`src/rtl/prime_pair_sched_pkg.sv`:
```
// Shared types and constants for the nearest-prime pair sequencer.
package prime_pair_sched_pkg;

    localparam int WIDTH  = 14;
    localparam int ROOT_W = 8;

    // Largest prime representable in WIDTH bits.
    localparam logic [WIDTH-1:0] MAX_PRIME = 14'd16381;

    typedef enum logic [1:0] {
        IDLE   = 2'd0,
        SEARCH = 2'd1,
        DONE   = 2'd2
    } state_e;

    typedef enum logic {
        ENG_UP  = 1'b0,
        ENG_LOW = 1'b1
    } eng_sel_e;

    // Round-robin successor of an engine select.
    function automatic eng_sel_e other_eng(input eng_sel_e e);
        eng_sel_e r;
        if (e == ENG_UP) begin
            r = ENG_LOW;
        end else begin
            r = ENG_UP;
        end
        return r;
    endfunction

endpackage

```
`src/rtl/prime_pair_sched_if.sv`:
```
// Request/result bundle of the nearest-prime pair sequencer.
interface prime_pair_sched_if;
    import prime_pair_sched_pkg::*;

    logic             give_valid;
    logic [WIDTH-1:0] Intake;
    logic [WIDTH-1:0] UpPrime;
    logic [WIDTH-1:0] LowPrime;
    logic             out_valid;
    logic             busy;

    modport master (
        output give_valid, Intake,
        input  UpPrime, LowPrime, out_valid, busy
    );

    modport slave (
        input  give_valid, Intake,
        output UpPrime, LowPrime, out_valid, busy
    );
endinterface

```
`src/rtl/prime_pair_sched_isqrt.sv`:
```
// Combinational floor square root, one trial bit per root bit (MSB first).
module prime_isqrt
    import prime_pair_sched_pkg::*;
(
    input  logic [WIDTH-1:0]  value_i,
    output logic [ROOT_W-1:0] root_o
);

    logic [ROOT_W-1:0]   root_s;
    logic [ROOT_W-1:0]   trial_s;
    logic [2*ROOT_W-1:0] sq_s;

    // Greedy bit-by-bit root: keep a trial bit whenever its square still fits.
    always_comb begin
        root_s  = '0;
        trial_s = '0;
        sq_s    = '0;
        for (int b = ROOT_W - 1; b >= 0; b--) begin
            trial_s = root_s | (ROOT_W'(1) << b);
            sq_s    = {{ROOT_W{1'b0}}, trial_s} * {{ROOT_W{1'b0}}, trial_s};
            if (sq_s <= {{(2*ROOT_W-WIDTH){1'b0}}, value_i}) begin
                root_s = trial_s;
            end else begin
                root_s = root_s;
            end
        end
        root_o = root_s;
    end

endmodule

```
`src/rtl/prime_pair_sched.sv`:
```
// Nearest-prime pair sequencer: UP and LOW trial-division engines sharing
// one remainder/compare datapath under a round-robin grant.
module prime_pair_sched
    import prime_pair_sched_pkg::*;
(
    input  logic               clk,
    input  logic               reset,
    prime_pair_sched_if.slave  bus
);

    state_e            state_q, state_d;
    eng_sel_e          ptr_q, ptr_d;
    eng_sel_e          grant_s;
    logic [WIDTH-1:0]  cand_u_q, cand_u_d, cand_l_q, cand_l_d;
    logic [ROOT_W-1:0] div_u_q, div_u_d, div_l_q, div_l_d;
    logic              up_done_q, up_done_d, low_done_q, low_done_d;
    logic [WIDTH-1:0]  up_prime_q, up_prime_d, low_prime_q, low_prime_d;
    logic              out_valid_q, out_valid_d, busy_q, busy_d;

    logic [WIDTH-1:0]  cand_s;
    logic [ROOT_W-1:0] div_s;
    logic [ROOT_W-1:0] root_s;
    logic [WIDTH-1:0]  rem_s;
    logic              step_s;
    logic              found_s;

    // Pick the granted engine and classify its current (candidate, divisor).
    always_comb begin
        grant_s = ptr_q;
        if (up_done_q) begin
            grant_s = ENG_LOW;
        end else if (low_done_q) begin
            grant_s = ENG_UP;
        end else begin
            grant_s = ptr_q;
        end

        case (grant_s)
            ENG_UP:  begin cand_s = cand_u_q; div_s = div_u_q; end
            ENG_LOW: begin cand_s = cand_l_q; div_s = div_l_q; end
            default: begin cand_s = cand_u_q; div_s = div_u_q; end
        endcase

        rem_s   = cand_s % {{(WIDTH-ROOT_W){1'b0}}, div_s};
        step_s  = 1'b0;
        found_s = 1'b0;
        if (cand_s < 14'd2) begin
            step_s = 1'b1;
        end else if (div_s > root_s) begin
            found_s = 1'b1;
        end else if (rem_s == 14'd0) begin
            step_s = 1'b1;
        end else begin
            step_s  = 1'b0;
            found_s = 1'b0;
        end
    end

    prime_isqrt u_isqrt (
        .value_i (cand_s),
        .root_o  (root_s)
    );

    // Next-state: accept, per-grant engine action, completion detection.
    always_comb begin
        state_d     = state_q;
        ptr_d       = ptr_q;
        cand_u_d    = cand_u_q;
        cand_l_d    = cand_l_q;
        div_u_d     = div_u_q;
        div_l_d     = div_l_q;
        up_done_d   = up_done_q;
        low_done_d  = low_done_q;
        up_prime_d  = up_prime_q;
        low_prime_d = low_prime_q;
        out_valid_d = out_valid_q;
        busy_d      = busy_q;

        case (state_q)
            IDLE, DONE: begin
                if (bus.give_valid) begin
                    state_d     = SEARCH;
                    ptr_d       = ENG_UP;
                    cand_u_d    = bus.Intake + 14'd1;
                    cand_l_d    = bus.Intake - 14'd1;
                    div_u_d     = 8'd2;
                    div_l_d     = 8'd2;
                    up_done_d   = (bus.Intake >= MAX_PRIME);
                    low_done_d  = (bus.Intake <= 14'd2);
                    out_valid_d = 1'b0;
                    busy_d      = 1'b1;
                    // Engines that cannot find a prime report 0 right away.
                    if (up_done_d) begin
                        up_prime_d = 14'd0;
                    end else begin
                        up_prime_d = up_prime_q;
                    end
                    if (low_done_d) begin
                        low_prime_d = 14'd0;
                    end else begin
                        low_prime_d = low_prime_q;
                    end
                end else begin
                    state_d = state_q;
                end
            end
            SEARCH: begin
                // Alternate only while both engines still compete.
                if (!up_done_q && !low_done_q) begin
                    ptr_d = other_eng(ptr_q);
                end else begin
                    ptr_d = ptr_q;
                end
                if (!(up_done_q && low_done_q)) begin
                    if (grant_s == ENG_UP) begin
                        if (step_s) begin
                            cand_u_d = cand_u_q + 14'd1;
                            div_u_d  = 8'd2;
                        end else if (found_s) begin
                            up_prime_d = cand_u_q;
                            up_done_d  = 1'b1;
                        end else begin
                            div_u_d = div_u_q + 8'd1;
                        end
                    end else begin
                        if (step_s) begin
                            cand_l_d = cand_l_q - 14'd1;
                            div_l_d  = 8'd2;
                        end else if (found_s) begin
                            low_prime_d = cand_l_q;
                            low_done_d  = 1'b1;
                        end else begin
                            div_l_d = div_l_q + 8'd1;
                        end
                    end
                end else begin
                    ptr_d = ptr_q;
                end
                if (up_done_d && low_done_d) begin
                    state_d     = DONE;
                    out_valid_d = 1'b1;
                    busy_d      = 1'b0;
                end else begin
                    state_d = SEARCH;
                end
            end
            default: begin
                state_d     = IDLE;
                out_valid_d = 1'b0;
                busy_d      = 1'b0;
            end
        endcase
    end

    // State and datapath registers with synchronous active-low reset.
    always_ff @(posedge clk) begin
        if (!reset) begin
            state_q     <= IDLE;
            ptr_q       <= ENG_UP;
            cand_u_q    <= 14'd0;
            cand_l_q    <= 14'd0;
            div_u_q     <= 8'd0;
            div_l_q     <= 8'd0;
            up_done_q   <= 1'b0;
            low_done_q  <= 1'b0;
            up_prime_q  <= 14'd0;
            low_prime_q <= 14'd0;
            out_valid_q <= 1'b0;
            busy_q      <= 1'b0;
        end else begin
            state_q     <= state_d;
            ptr_q       <= ptr_d;
            cand_u_q    <= cand_u_d;
            cand_l_q    <= cand_l_d;
            div_u_q     <= div_u_d;
            div_l_q     <= div_l_d;
            up_done_q   <= up_done_d;
            low_done_q  <= low_done_d;
            up_prime_q  <= up_prime_d;
            low_prime_q <= low_prime_d;
            out_valid_q <= out_valid_d;
            busy_q      <= busy_d;
        end
    end

    assign bus.UpPrime   = up_prime_q;
    assign bus.LowPrime  = low_prime_q;
    assign bus.out_valid = out_valid_q;
    assign bus.busy      = busy_q;

endmodule

```
`src/flat_wrapper.sv`:
```
// flat-port wrapper written by rule: the top's interface ports become plain ports
module prime_pair_sched_flat import prime_pair_sched_pkg::*;
  (clk, reset, bus_give_valid, bus_Intake, bus_UpPrime, bus_LowPrime, bus_out_valid, bus_busy);
  prime_pair_sched_if bus_i ();
  input  logic clk;
  input  logic reset;
  input wire logic [$bits(bus_i.give_valid)-1:0] bus_give_valid;
  input wire logic [$bits(bus_i.Intake)-1:0] bus_Intake;
  output wire logic [$bits(bus_i.UpPrime)-1:0] bus_UpPrime;
  output wire logic [$bits(bus_i.LowPrime)-1:0] bus_LowPrime;
  output wire logic [$bits(bus_i.out_valid)-1:0] bus_out_valid;
  output wire logic [$bits(bus_i.busy)-1:0] bus_busy;
  assign bus_i.give_valid = bus_give_valid;
  assign bus_i.Intake = bus_Intake;
  assign bus_UpPrime = bus_i.UpPrime;
  assign bus_LowPrime = bus_i.LowPrime;
  assign bus_out_valid = bus_i.out_valid;
  assign bus_busy = bus_i.busy;
  prime_pair_sched u_core (.clk(clk), .reset(reset), .bus(bus_i));
endmodule
```
`config.mk`:
```
export PLATFORM = sky130hd
export DESIGN_NAME = prime_pair_sched_flat
export DESIGN_NICKNAME = d
export VERILOG_FILES = /design/src/rtl/prime_pair_sched_pkg.sv /design/src/rtl/prime_pair_sched_if.sv /design/src/rtl/prime_pair_sched_isqrt.sv /design/src/rtl/prime_pair_sched.sv /design/src/flat_wrapper.sv
export SDC_FILE = /design/constraint.sdc
export NUM_CORES = 1
export LEC_CHECK = 0
export ABC_AREA = 1
export CORE_ASPECT_RATIO = 0.7
export CORE_MARGIN = 2
export CORE_UTILIZATION = 55
export CTS_CLUSTER_DIAMETER = 40
export DETAILED_ROUTE_END_ITERATION = 10
export GPL_TIMING_DRIVEN = 0
export PLACE_DENSITY = 0.72
export REMOVE_ABC_BUFFERS = 1
export SYNTH_ARGS = -nofsm -noshare
export SYNTH_HDL_FRONTEND = slang
export SYNTH_HIERARCHICAL = 1
export SYNTH_SLANG_ARGS = --single-unit
```
`constraint.sdc`:
```
create_clock -name clk -period 32.3 [get_ports clk]
set_clock_uncertainty 0.2 [all_clocks]
set_input_delay 9.69 -clock clk [delete_from_list [all_inputs] [get_ports clk]]
set_output_delay 9.69 -clock clk [all_outputs]
set_load 0.005 [all_outputs]
```
==> flow_summary.ini <==
[status]
outcome = finished, final reports clean

[synth]
netlist_area_mm2 = 0.01277
syn_inst = 1915
ys_types = 56
synth_seq_area_share = 0.1239
synth_flop_cell = dfxtp_1
synth-edff-count = 0
synthArstFlopShare = 0
ys_seq_elements = 79
yosysWarnings = 6
post_synth.cell_area_avg_um2 = 6.667

[worst_setup_path]
reg2regPathDepth = 177
startpoint_type = flip-flop
startpoint = u_core/low_done_q$_SDFFE_PN0P_
reg2reg_from = u_core/low_done_q$_SDFFE_PN0P_
arrival_ps = 28740
r2r-end = u_core/div_l_q[6]$_SDFFE_PN0P_
cp_slowest_cell = o21ai_0
end_kind = flip-flop
setup.worst_path.class = reg2reg
cp.required_ps = 32370
crit_fanout = 55
crit_top_cell = nand2_1
r2r_setup_slack_ps = 3630
slowest_delay_ps = 740

[clocking]
path_clk_slew_ps = 60
clk-insertion-delay-late_ps = 340
clkSinkCount = 79
cts-hold-fix-buffers = 0
cts.path.max_buffers = 2
post_cts_buffers = 0
cts_tree = yes
cts_made_buffers = 9
cts_resized = 0
cts_htree_levels = 3
cts-root-buf = clkbuf_16

[sta]
worstMarginPinSlew_ps = 1298
final-max-slew-violation-count = 0
rsz0062_at_grt = no
setup_violations = 0
clock.fmax_mhz = 34.88
hold_ws_ps = 267.3
maxSlewHeadroom = 0.1348
fin_tns_setup_ps = 0
hold_viol_final = 0
layout_setup_ws_ps = 3633
period_minus_slack_ps = 28670
post-route-period-util = 0.8875

[worst_hold_path]
hold_path_class = reg2reg
hp-start = u_core/bus.UpPrime[12]$_SDFFE_PN0P_
min_path_cells = 2
holdPathEnd = u_core/bus.UpPrime[12]$_SDFFE_PN0P_

[final_layout]
multi_input_area_mm2 = 0.009891
fillCellCount = 2164
syn_to_final_growth_pct = 7.271
final-seq-area_mm2 = 0.001582
drive_gt1_frac = 0.05636
nets = 2181
fin_area_mm2 = 0.01370
diodes = 0

[global_routing]
overflow = 0
grt_pass1_vias = 11184
grt_pass1_wl_mm = 53.42
antenna_found_initial = 0
grt_max_degree = 56
grt.total_usage = 0.2629

[die]
num_rows = 46
initial_utilization = 0.5616
num_io_pins = 47
coreArea_mm2 = 0.02273
die_x_um = 186.1
die_h_um = 131.5
dieArea_mm2 = 0.02447

[routing]
wirelength_mm = 31.84
drt-initial-drc-count = 954
routedWlPerCell_um = 14.18
route.vias.total = 12251
dr.pass1.iters = 5
drc = 0
viasPerCell = 5.455
ant_nets = 0

[placed_design]
globalplace.congestion = 0.8916
place_hpwl_mm = 25.17
io_buffers = 46
post-place-ws_ps = 4049
placed_area_mm2 = 0.01340

[run]
cap_violations = 0
-- critical path: cells and delay by family, from the launching register on --
kind | cells | cell delay (ps)
flops | 1 | 350
buf+inv | 21 | 2230
compound gates | 65 | 11170
fa+ha+maj | 14 | 4550
simple gates | 77 | 10030
-- cells by family (layout without fill, tap and decap cells) --
logic type	count (synthesis)	in the layout	share of synthesized area
other cells	1	1	0.0002937
compound gates	332	332	0.1476
mux	1	1	0.0007840
fa+ha+maj	235	235	0.2450
simple gates	810	810	0.2923
xor+xnor	129	129	0.08849
buf+inv	328	347	0.1016
flops	79	79	0.1239
-- cells in the final DEF (no fill, tap or decap), types with 5 or more instances in the layout --
master	n
a21o_1	20
a21oi_1	145
and2_1	7
clkbuf_16	9
clkdlybuf4s50_1	45
dfxtp_1	79
fa_1	25
ha_1	210
inv_1	270
inv_2	12
nand2_1	406
nand2_2	17
nand2_4	6
nand3_1	100
nand3_2	13
nand3_4	5
nand3b_1	11
nand4_1	29
nor2_1	154
nor2_2	8
nor2_4	10
nor3_1	16
nor4_1	10
o21a_1	10
o21ai_0	92
o21ai_1	19
o21ai_2	5
o21bai_1	16
o31ai_1	8
or2_2	9
xnor2_1	49
xor2_1	80
-- registers in the layout, indices dropped and copies added, names as in the netlist --
register / cells
u_core/bus.LowPrime: 14
u_core/bus.UpPrime: 14
u_core/cand_l_q: 14
u_core/cand_u_q: 14
u_core/div_l_q: 8
u_core/div_u_q: 8
u_core/state_q: 2
u_core/bus.busy: 1
u_core/bus.out_valid: 1
u_core/low_done_q: 1
u_core/ptr_q: 1
u_core/up_done_q: 1
-- area by class of cell --
cell class,instances,share of cell area
inverter,284,0.07784
clock inverter,6,0.004933
tap,312,0.02850
timing repair buffer,47,0.03435
clock buffer,10,0.01672
sequential,79,0.1155
multi-input combinational,1508,0.7222
-- Yosys cell counts (all sizes together), types with 10 or more instances --
cell type  instances  share of area
nand2            429           0.13
dfxtp             79           0.12
inv              282          0.083
nor2             172          0.058
o21a              10         0.0059
o21ai            117          0.048
xor2              80          0.055
nand3b            11         0.0065
nor4              10         0.0049
a21oi            147          0.058
clkbuf            24         0.0071
nor3              16         0.0063
nand4             31          0.016
buf               20          0.011
nand3            118          0.056
a21o              20          0.012
xnor2             49          0.034
or2               12         0.0059
fa                25          0.039
ha               210           0.21
o21bai            18          0.012
-- per-stage QoR --
stage          utilization  instances
2_1_floorplan            -       1871
3_3_place_gp        0.5888       2229
3_5_place_dp        0.5894       2230
4_1_cts             0.6024       2246
5_1_grt             0.6024       2246
6_report            0.6024       2246
-- worst max path at each step --
stage	slack [ps]	to
5_1_grt	570	u_core/div_l_q[7]$_SDFFE_PN0P_
3_3_place_gp	4630	u_core/div_l_q[6]$_SDFFE_PN0P_
2_1_floorplan	8680	u_core/div_l_q[0]$_SDFFE_PN0P_
6_report	3630	u_core/div_l_q[6]$_SDFFE_PN0P_
3_5_place_dp	4050	u_core/div_l_q[6]$_SDFFE_PN0P_
4_1_cts	3910	u_core/div_l_q[6]$_SDFFE_PN0P_
-- metal layers --
layer	track usage	up-vias	wire (µm)
met5	0	-	0
met4	0.05381	0	422
met3	0.01912	27	1734
met2	0.4050	346	13620
met1	0.3988	5587	16060
li1	-	6291	-
Power is not shown: default switching activity piles up to over one toggle a cycle in this logic, so the estimate is an artifact.
